## src/rtl/acc_collector_pkg.sv

```systemverilog
// Shared definitions for the systolic array output collector.
package acc_collector_pkg;

    typedef enum logic [1:0] {
        IDLE,
        COLLECT,
        DRAIN
    } state_t;

    localparam int DEF_ROWS = 2;
    localparam int DEF_LAT  = 2;
    localparam int ACC_W    = 32;

    // Beat counter must reach LAT+ROWS, the final capture beat.
    function automatic int beat_width(int lat, int rows);
        return $clog2(lat + rows + 1);
    endfunction

endpackage

```

## src/rtl/acc_collector_if.sv

```systemverilog
// Array-side capture signals and result-row stream of the collector.
interface acc_collector_if;
    import acc_collector_pkg::*;

    logic             valid;
    logic             start;
    logic [ACC_W-1:0] acc_in1;
    logic [ACC_W-1:0] acc_in2;
    logic             out_valid;
    logic             out_ready;
    logic [ACC_W-1:0] out_data0;
    logic [ACC_W-1:0] out_data1;
    logic [2:0]       out_row;
    logic             out_last;
    logic             busy;
    logic             overrun;

    modport slave (
        input  valid, start, acc_in1, acc_in2, out_ready,
        output out_valid, out_data0, out_data1, out_row, out_last, busy, overrun
    );

    modport master (
        output valid, start, acc_in1, acc_in2, out_ready,
        input  out_valid, out_data0, out_data1, out_row, out_last, busy, overrun
    );

endinterface

```

## src/rtl/acc_collector_tile_buffer.sv

```systemverilog
// ROWS x 2 result tile: one write port per column, one row-wide read port.
module acc_tile_buffer
    import acc_collector_pkg::*;
#(
    parameter int ROWS = DEF_ROWS,
    parameter int RW   = 1
) (
    input  logic             clk,
    input  logic             reset,
    input  logic             wr0_en,
    input  logic [RW-1:0]    wr0_row,
    input  logic [ACC_W-1:0] wr0_data,
    input  logic             wr1_en,
    input  logic [RW-1:0]    wr1_row,
    input  logic [ACC_W-1:0] wr1_data,
    input  logic [RW-1:0]    rd_row,
    output logic [ACC_W-1:0] rd_data0,
    output logic [ACC_W-1:0] rd_data1
);

    logic [ACC_W-1:0] col0 [ROWS];
    logic [ACC_W-1:0] col1 [ROWS];

    always_ff @(posedge clk or posedge reset) begin
        if (reset) begin
            for (int unsigned i = 0; i < ROWS; i++) begin
                col0[i] <= '0;
                col1[i] <= '0;
            end
        end else begin
            if (wr0_en) col0[wr0_row] <= wr0_data;
            if (wr1_en) col1[wr1_row] <= wr1_data;
        end
    end

    assign rd_data0 = col0[rd_row];
    assign rd_data1 = col1[rd_row];

endmodule

```

## src/rtl/acc_collector.sv

```systemverilog
// Deskews the two column accumulators into a result tile and drains it row by row.
module acc_collector
    import acc_collector_pkg::*;
#(
    parameter int ROWS = DEF_ROWS,
    parameter int LAT  = DEF_LAT
) (
    input  logic            clk,
    input  logic            reset,
    acc_collector_if.slave  bus
);

    localparam int CW = beat_width(LAT, ROWS);
    localparam int RW = (ROWS > 1) ? $clog2(ROWS) : 1;

    state_t           state_q, state_d;
    logic [CW-1:0]    beat_q;
    logic [2:0]       ptr_q;
    logic             overrun_q;
    logic             fire;
    logic             drain;
    logic             last_row;
    logic             wr0_en, wr1_en;
    logic [RW-1:0]    wr0_row, wr1_row;
    logic [ACC_W-1:0] rd_data0, rd_data1;

    assign fire     = bus.valid & bus.start;
    assign drain    = (state_q == DRAIN);
    assign last_row = (ptr_q == 3'(ROWS - 1));

    always_ff @(posedge clk or posedge reset) begin
        if (reset) state_q <= IDLE;
        else       state_q <= state_d;
    end

    always_comb begin
        state_d = state_q;
        case (state_q)
            IDLE:    if (fire) state_d = COLLECT;
            COLLECT: if (bus.valid && beat_q == CW'(LAT + ROWS)) state_d = DRAIN;
            DRAIN:   if (bus.out_ready && last_row) state_d = IDLE;
            default: state_d = IDLE;
        endcase
    end

    always_ff @(posedge clk or posedge reset) begin
        if (reset) begin
            beat_q    <= '0;
            ptr_q     <= '0;
            overrun_q <= 1'b0;
        end else begin
            if (fire && state_q != IDLE) overrun_q <= 1'b1;
            case (state_q)
                IDLE: begin
                    if (fire) beat_q <= CW'(1);
                    ptr_q <= '0;
                end
                COLLECT: begin
                    if (bus.valid) beat_q <= (state_d == DRAIN) ? '0 : beat_q + CW'(1);
                    ptr_q <= '0;
                end
                DRAIN: begin
                    if (bus.out_ready) ptr_q <= last_row ? '0 : ptr_q + 3'd1;
                end
                default: begin
                    beat_q <= '0;
                    ptr_q  <= '0;
                end
            endcase
        end
    end

    // Column 1 trails column 0 by one beat, so it lands one row behind.
    assign wr0_en  = (state_q == COLLECT) && bus.valid &&
                     (beat_q >= CW'(LAT)) && (beat_q < CW'(LAT + ROWS));
    assign wr1_en  = (state_q == COLLECT) && bus.valid &&
                     (beat_q > CW'(LAT)) && (beat_q <= CW'(LAT + ROWS));
    assign wr0_row = RW'(beat_q - CW'(LAT));
    assign wr1_row = RW'(beat_q - CW'(LAT + 1));

    acc_tile_buffer #(
        .ROWS (ROWS),
        .RW   (RW)
    ) u_tile (
        .clk      (clk),
        .reset    (reset),
        .wr0_en   (wr0_en),
        .wr0_row  (wr0_row),
        .wr0_data (bus.acc_in1),
        .wr1_en   (wr1_en),
        .wr1_row  (wr1_row),
        .wr1_data (bus.acc_in2),
        .rd_row   (ptr_q[RW-1:0]),
        .rd_data0 (rd_data0),
        .rd_data1 (rd_data1)
    );

    assign bus.out_valid = drain;
    assign bus.out_data0 = drain ? rd_data0 : '0;
    assign bus.out_data1 = drain ? rd_data1 : '0;
    assign bus.out_row   = ptr_q;
    assign bus.out_last  = drain && last_row;
    assign bus.busy      = (state_q != IDLE);
    assign bus.overrun   = overrun_q;

endmodule

```

## src/flat_wrapper.sv

```systemverilog
// flat-port wrapper written by rule: the top's interface ports become plain ports
module acc_collector_flat import acc_collector_pkg::*;
#(
    parameter int ROWS = DEF_ROWS,
    parameter int LAT  = DEF_LAT
)
  (clk, reset, bus_valid, bus_start, bus_acc_in1, bus_acc_in2, bus_out_ready, bus_out_valid, bus_out_data0, bus_out_data1, bus_out_row, bus_out_last, bus_busy, bus_overrun);
  acc_collector_if bus_i ();
  input  logic clk;
  input  logic reset;
  input wire logic [$bits(bus_i.valid)-1:0] bus_valid;
  input wire logic [$bits(bus_i.start)-1:0] bus_start;
  input wire logic [$bits(bus_i.acc_in1)-1:0] bus_acc_in1;
  input wire logic [$bits(bus_i.acc_in2)-1:0] bus_acc_in2;
  input wire logic [$bits(bus_i.out_ready)-1:0] bus_out_ready;
  output wire logic [$bits(bus_i.out_valid)-1:0] bus_out_valid;
  output wire logic [$bits(bus_i.out_data0)-1:0] bus_out_data0;
  output wire logic [$bits(bus_i.out_data1)-1:0] bus_out_data1;
  output wire logic [$bits(bus_i.out_row)-1:0] bus_out_row;
  output wire logic [$bits(bus_i.out_last)-1:0] bus_out_last;
  output wire logic [$bits(bus_i.busy)-1:0] bus_busy;
  output wire logic [$bits(bus_i.overrun)-1:0] bus_overrun;
  assign bus_i.valid = bus_valid;
  assign bus_i.start = bus_start;
  assign bus_i.acc_in1 = bus_acc_in1;
  assign bus_i.acc_in2 = bus_acc_in2;
  assign bus_i.out_ready = bus_out_ready;
  assign bus_out_valid = bus_i.out_valid;
  assign bus_out_data0 = bus_i.out_data0;
  assign bus_out_data1 = bus_i.out_data1;
  assign bus_out_row = bus_i.out_row;
  assign bus_out_last = bus_i.out_last;
  assign bus_busy = bus_i.busy;
  assign bus_overrun = bus_i.overrun;
  acc_collector #(.ROWS(ROWS), .LAT(LAT)) u_core (.clk(clk), .reset(reset), .bus(bus_i));
endmodule
```

## config.mk

```make
export PLATFORM = sky130hd
export DESIGN_NAME = acc_collector_flat
export DESIGN_NICKNAME = d
export VERILOG_FILES = /design/src/rtl/acc_collector_pkg.sv /design/src/rtl/acc_collector_if.sv /design/src/rtl/acc_collector_tile_buffer.sv /design/src/rtl/acc_collector.sv /design/src/flat_wrapper.sv
export SDC_FILE = /design/constraint.sdc
export NUM_CORES = 1
export LEC_CHECK = 0
export ABC_AREA = 1
export ABC_CLOCK_PERIOD_IN_PS = 6200
export CAP_MARGIN = 10
export CORE_UTILIZATION = 51
export DETAILED_ROUTE_END_ITERATION = 16
export GPL_TIMING_DRIVEN = 1
export PLACE_DENSITY = 0.8
export RECOVER_POWER = 100
export SKIP_LAST_GASP = 1
export SLEW_MARGIN = 25
export SYNTH_ARGS = -nofsm -noshare
export SYNTH_HDL_FRONTEND = slang
export SYNTH_SLANG_ARGS = --single-unit
```

## constraint.sdc

```tcl
create_clock -name clk -period 6.2 [get_ports clk]
set_input_delay 1.55 -clock clk [delete_from_list [all_inputs] [get_ports clk]]
set_output_delay 1.55 -clock clk [all_outputs]
set_load 0.02 [all_outputs]
```

==> impl_metrics.prom <==
# TYPE chip_impl_metric gauge
chip_impl_metric{name="register_area_share_after_synthesis",unit="%"} 52.8
chip_impl_metric{name="cts.sink_count",unit=""} 137
chip_impl_metric{name="cts_buffer_depth",unit=""} 2
chip_impl_info{name="setup_repair_after_global_routing_missed_its_margin",value="no"} 1
chip_impl_metric{name="powerDensity",unit="mW/mm^2"} 392
chip_impl_metric{name="antenna_cells",unit=""} 0
chip_impl_metric{name="use_met1",unit="%"} 30.4
chip_impl_metric{name="clk_transition_reported_paths",unit="ns"} 0.05
chip_impl_metric{name="tns",unit="ns"} 0
chip_impl_info{name="run_status",value="complete, but fails checks"} 1
chip_impl_metric{name="final_hold_viol_count",unit=""} 0
chip_impl_metric{name="synthesized_cell_area",unit="sq mm"} 0.00649
chip_impl_metric{name="tightestPinTransition",unit="ns"} 2.18
chip_impl_metric{name="grt_max_degree",unit=""} 102
chip_impl_metric{name="number_of_enable_flip_flop_cells_after_synthesis",unit=""} 0
chip_impl_metric{name="area_growth_syn_to_layout",unit="%"} 24.4
chip_impl_metric{name="antenna_found_initial",unit=""} 0
chip_impl_metric{name="final_antenna_net_count",unit=""} 0
chip_impl_metric{name="placed_cells_incl_taps",unit=""} 1018
chip_impl_metric{name="die_h",unit="um"} 115
chip_impl_info{name="cp_cell_sequence",value="inv_1, nand2_1, buf_4, a21oi_1, dlygate4sd3_1"} 1
chip_impl_metric{name="warnings_from_yosys",unit=""} 0
chip_impl_metric{name="synthCells",unit=""} 756
chip_impl_metric{name="vias",unit=""} 5502
chip_impl_metric{name="switchingPower",unit="mW"} 1.02
chip_impl_metric{name="stdcell_count",unit=""} 1050
chip_impl_metric{name="clock_latency",unit="ns"} 0.41
chip_impl_metric{name="part_of_the_power_in_combinational_logic",unit="%"} 22.9
chip_impl_metric{name="wl_per_cell",unit="um"} 14.7
chip_impl_metric{name="final_core_util",unit="%"} 66.1
chip_impl_info{name="holdCritStartpoint",value="u_core.bus.overrun$_DFFE_PP0P_"} 1
chip_impl_metric{name="sw_frac_of_total",unit="%"} 32.1
chip_impl_info{name="synthMostInstantiatedCell",value="sky130_fd_sc_hd__nand2_1"} 1
chip_impl_metric{name="asyncSetResetFlopFracSynth",unit="%"} 100
chip_impl_info{name="clk_root_buffer_cell",value="sky130_fd_sc_hd__clkbuf_16"} 1
chip_impl_metric{name="synthesis.area_per_instance",unit="sq um"} 8.59
chip_impl_metric{name="max_clock_freq",unit="MHz"} 199
chip_impl_metric{name="nets_finish",unit=""} 939
chip_impl_metric{name="design.core.area",unit="sq mm"} 0.0122
chip_impl_metric{name="floorplan.io_pins",unit=""} 140
chip_impl_metric{name="final.period_utilization",unit="%"} 81.0
chip_impl_info{name="cts_tree",value="built"} 1
chip_impl_metric{name="cts_setup_buffers",unit=""} 0
chip_impl_metric{name="cp_max_fo",unit=""} 46
chip_impl_info{name="r2r-start",value="u_core.state_q[0]$_DFF_PP0_"} 1
chip_impl_metric{name="clock_skew",unit="ns"} 0.0183
chip_impl_metric{name="globalRoute.totalOverflow",unit=""} 0
chip_impl_metric{name="power.ir.vdd_worst",unit="uV"} 175
chip_impl_metric{name="wire_length_of_the_first_global_routing_pass",unit="mm"} 25.4
chip_impl_metric{name="power.leakage",unit="nW"} 4.00
chip_impl_info{name="timing.setup.critical_path_class",value="flop to output pin"} 1
chip_impl_metric{name="slew-limit-headroom",unit="%"} -45.4
chip_impl_metric{name="finalHoldWorstSlack",unit="ns"} 0.458
chip_impl_metric{name="grt_use_met2",unit="%"} 42.2
chip_impl_metric{name="numCtsBuffers",unit=""} 17
chip_impl_metric{name="netlist-cell-type-count",unit=""} 26
chip_impl_info{name="grt_busiest_layer",value="met2"} 1
chip_impl_metric{name="start_util",unit="%"} 53.2
chip_impl_metric{name="hpwlAfterDp",unit="mm"} 9.58
chip_impl_info{name="failing_checks",value="max-capacitance violations, max-slew violations"} 1
chip_impl_info{name="worstHoldPathType",value="flop to flop"} 1
chip_impl_info{name="top_post_synthesis_cells_by_area",value="sky130_fd_sc_hd__dfrtp_1 (53%), sky130_fd_sc_hd__nand2_1 (16%), sky130_fd_sc_hd__o21ai_2 (8.9%), sky130_fd_sc_hd__a21oi_1 (5.4%), sky130_fd_sc_hd__inv_1 (4.5%)"} 1
chip_impl_metric{name="dieWidth",unit="um"} 115
chip_impl_info{name="synth_commonest_cells",value="sky130_fd_sc_hd__nand2_1 (269), sky130_fd_sc_hd__dfrtp_1 (137), sky130_fd_sc_hd__inv_1 (78)"} 1
chip_impl_metric{name="synth_nets",unit=""} 826
chip_impl_metric{name="layout-drive-gt1-share",unit="%"} 4.88
chip_impl_info{name="cp-start-kind",value="flop"} 1
chip_impl_metric{name="max_cap_violations",unit=""} 5
chip_impl_metric{name="vias_in_the_first_global_route",unit=""} 5443
chip_impl_metric{name="drt-initial-drc-count",unit=""} 402
chip_impl_info{name="crit_start",value="u_core.state_q[0]$_DFF_PP0_"} 1
chip_impl_metric{name="grt.met3_usage",unit="%"} 4.11
chip_impl_metric{name="gr-usage-all-layers",unit="%"} 24.6
chip_impl_metric{name="h-tree-depth",unit=""} 4
chip_impl_metric{name="io_buffers",unit=""} 139
chip_impl_metric{name="path_buf_inv",unit=""} 3
chip_impl_info{name="slowest_stage",value="sky130_fd_sc_hd__nand2_1"} 1
chip_impl_metric{name="p_int",unit="mW"} 2.15
chip_impl_info{name="timing.critical_path.to_type",value="output pin"} 1
chip_impl_metric{name="postRouteWirelength",unit="mm"} 15.4
chip_impl_metric{name="timing.critical_path.slowest_cell_delay",unit="ns"} 1.00
chip_impl_metric{name="post-layout-total-power",unit="mW"} 3.17
chip_impl_metric{name="ys_seq_elements",unit=""} 137
chip_impl_metric{name="fin_crit",unit="ns"} 5.02
chip_impl_info{name="critical_path.top_delay_family",value="buffers and inverters"} 1
chip_impl_metric{name="drtPass1Iterations",unit=""} 5
chip_impl_metric{name="avgViaCountPerCell",unit=""} 5.24
chip_impl_metric{name="fraction_of_power_consumed_by_sequential_logic",unit="%"} 47.3
chip_impl_metric{name="route.detailed.drc",unit=""} 0
chip_impl_metric{name="timing.critical_path.arrival",unit="ns"} 3.47
chip_impl_info{name="synth-main-ff-cell",value="sky130_fd_sc_hd__dfrtp_1"} 1
chip_impl_metric{name="gpl.final_weighted_congestion",unit=""} 0.805
chip_impl_info{name="synth_area_leader_cell",value="sky130_fd_sc_hd__dfrtp_1"} 1
chip_impl_metric{name="clock_power_share",unit="%"} 29.8
chip_impl_metric{name="final_max_tran_viols",unit=""} 279
chip_impl_metric{name="post_cts_resize_count",unit=""} 0
chip_impl_metric{name="fill_cells",unit=""} 1079
chip_impl_metric{name="required",unit="ns"} 4.65
chip_impl_metric{name="die_area",unit="sq mm"} 0.0132
chip_impl_metric{name="netlist.area_leader.share",unit="%"} 52.8
chip_impl_metric{name="final_count_of_negative_setup_slack_endpoints",unit=""} 0
chip_impl_metric{name="row_count",unit=""} 40
chip_impl_metric{name="hold_fix_buffer_count_after_cts",unit=""} 0
[routing by layer]
layer	wire length [um]	part of all wire, %
met1	6390	41
met2	7890	51
met3	722	4.7
met4	442	2.9
met5	0	0
[state kept, by name, summed over array words and instances (netlist names)]
name / count
u_core.state_q: 2
u_core.u_tile.col0: 64
u_core.bus.overrun: 1
u_core.bus.out_row: 3
u_core.beat_q: 3
u_core.u_tile.col1: 64
[layout by cell type (no fill, tap or decap), types with 2 or more instances in the layout]
cell type	netlist	layout
sky130_fd_sc_hd__clkdlybuf4s50_1	0	68
sky130_fd_sc_hd__o21ai_1	56	3
sky130_fd_sc_hd__dfrtp_1	137	136
sky130_fd_sc_hd__clkinv_2	0	5
sky130_fd_sc_hd__clkinvlp_4	0	5
sky130_fd_sc_hd__o21ai_0	8	124
sky130_fd_sc_hd__o21ai_2	66	3
sky130_fd_sc_hd__clkbuf_2	0	2
sky130_fd_sc_hd__a21oi_1	70	70
sky130_fd_sc_hd__clkbuf_8	0	2
sky130_fd_sc_hd__nor2_1	4	5
sky130_fd_sc_hd__dlygate4sd3_1	0	71
sky130_fd_sc_hd__clkbuf_1	9	3
sky130_fd_sc_hd__inv_1	78	76
sky130_fd_sc_hd__nand4_1	2	2
sky130_fd_sc_hd__nand2_1	269	270
sky130_fd_sc_hd__nand3_1	4	6
sky130_fd_sc_hd__clkbuf_16	0	17
[per-stage QoR]
stage | worst slack [ns] | area (sq um)
global route | 0.955 | 8070
CTS | 1.77 | 8350
finish | 1.18 | 8070
global placement | 2.08 | 7790
detailed placement | 2.02 | 7790
floorplan | 0.982 | 6490
[cell type report]
type	instances	area (sq um)	area share, %
inverter	78	300	3.72
timing repair buffer	144	1420	17.5
tap	168	210	2.60
clock inverter	12	101	1.26
sequential	137	3430	42.5
clock buffer	20	457	5.66
multi-input combinational	491	2160	26.7
[final timing paths]
check / to / slack, ns / cells after the start
worst max-delay path: bus_out_data1[29] / 1.18 / 5
min in group asynchronous: u_core.u_tile.col1[21]$_DFFE_PP0P_ / 1.84 / 2
max in group asynchronous: u_core.u_tile.col1[57]$_DFFE_PP0P_ / 1.95 / 3
worst min register to register: u_core.bus.overrun$_DFFE_PP0P_ / 0.46 / 1
worst min-delay path: u_core.bus.overrun$_DFFE_PP0P_ / 0.46 / 1
worst max register to register: u_core.u_tile.col0[48]$_DFFE_PP0P_ / 3.06 / 4
[power groups by stage]
stage / Clock (mW) / Combinational (mW) / Sequential, mW
3_5_place_dp: 0 / 0.879 / 1.50
3_3_place_gp: 0 / 0.825 / 1.48
5_1_grt: 0.992 / 0.854 / 1.54
2_1_floorplan: 0 / 0.726 / 1.44
4_1_cts: 0.953 / 0.887 / 1.49
6_report: 0.943 / 0.725 / 1.50
[cell families (layout without fill, tap and decap cells)]
kind of cell | count (synthesis) | count (layout) | synth area share [%]
AND/OR/NAND/NOR | 288 | 288 | 17.5
flip-flops | 137 | 137 | 52.8
buffers and inverters | 128 | 254 | 9.98
AO/OA/AOI/OAI | 202 | 202 | 19.5
adder cells (fa/ha/maj) | 1 | 1 | 0.193
Power figures use the tool's default switching activity.
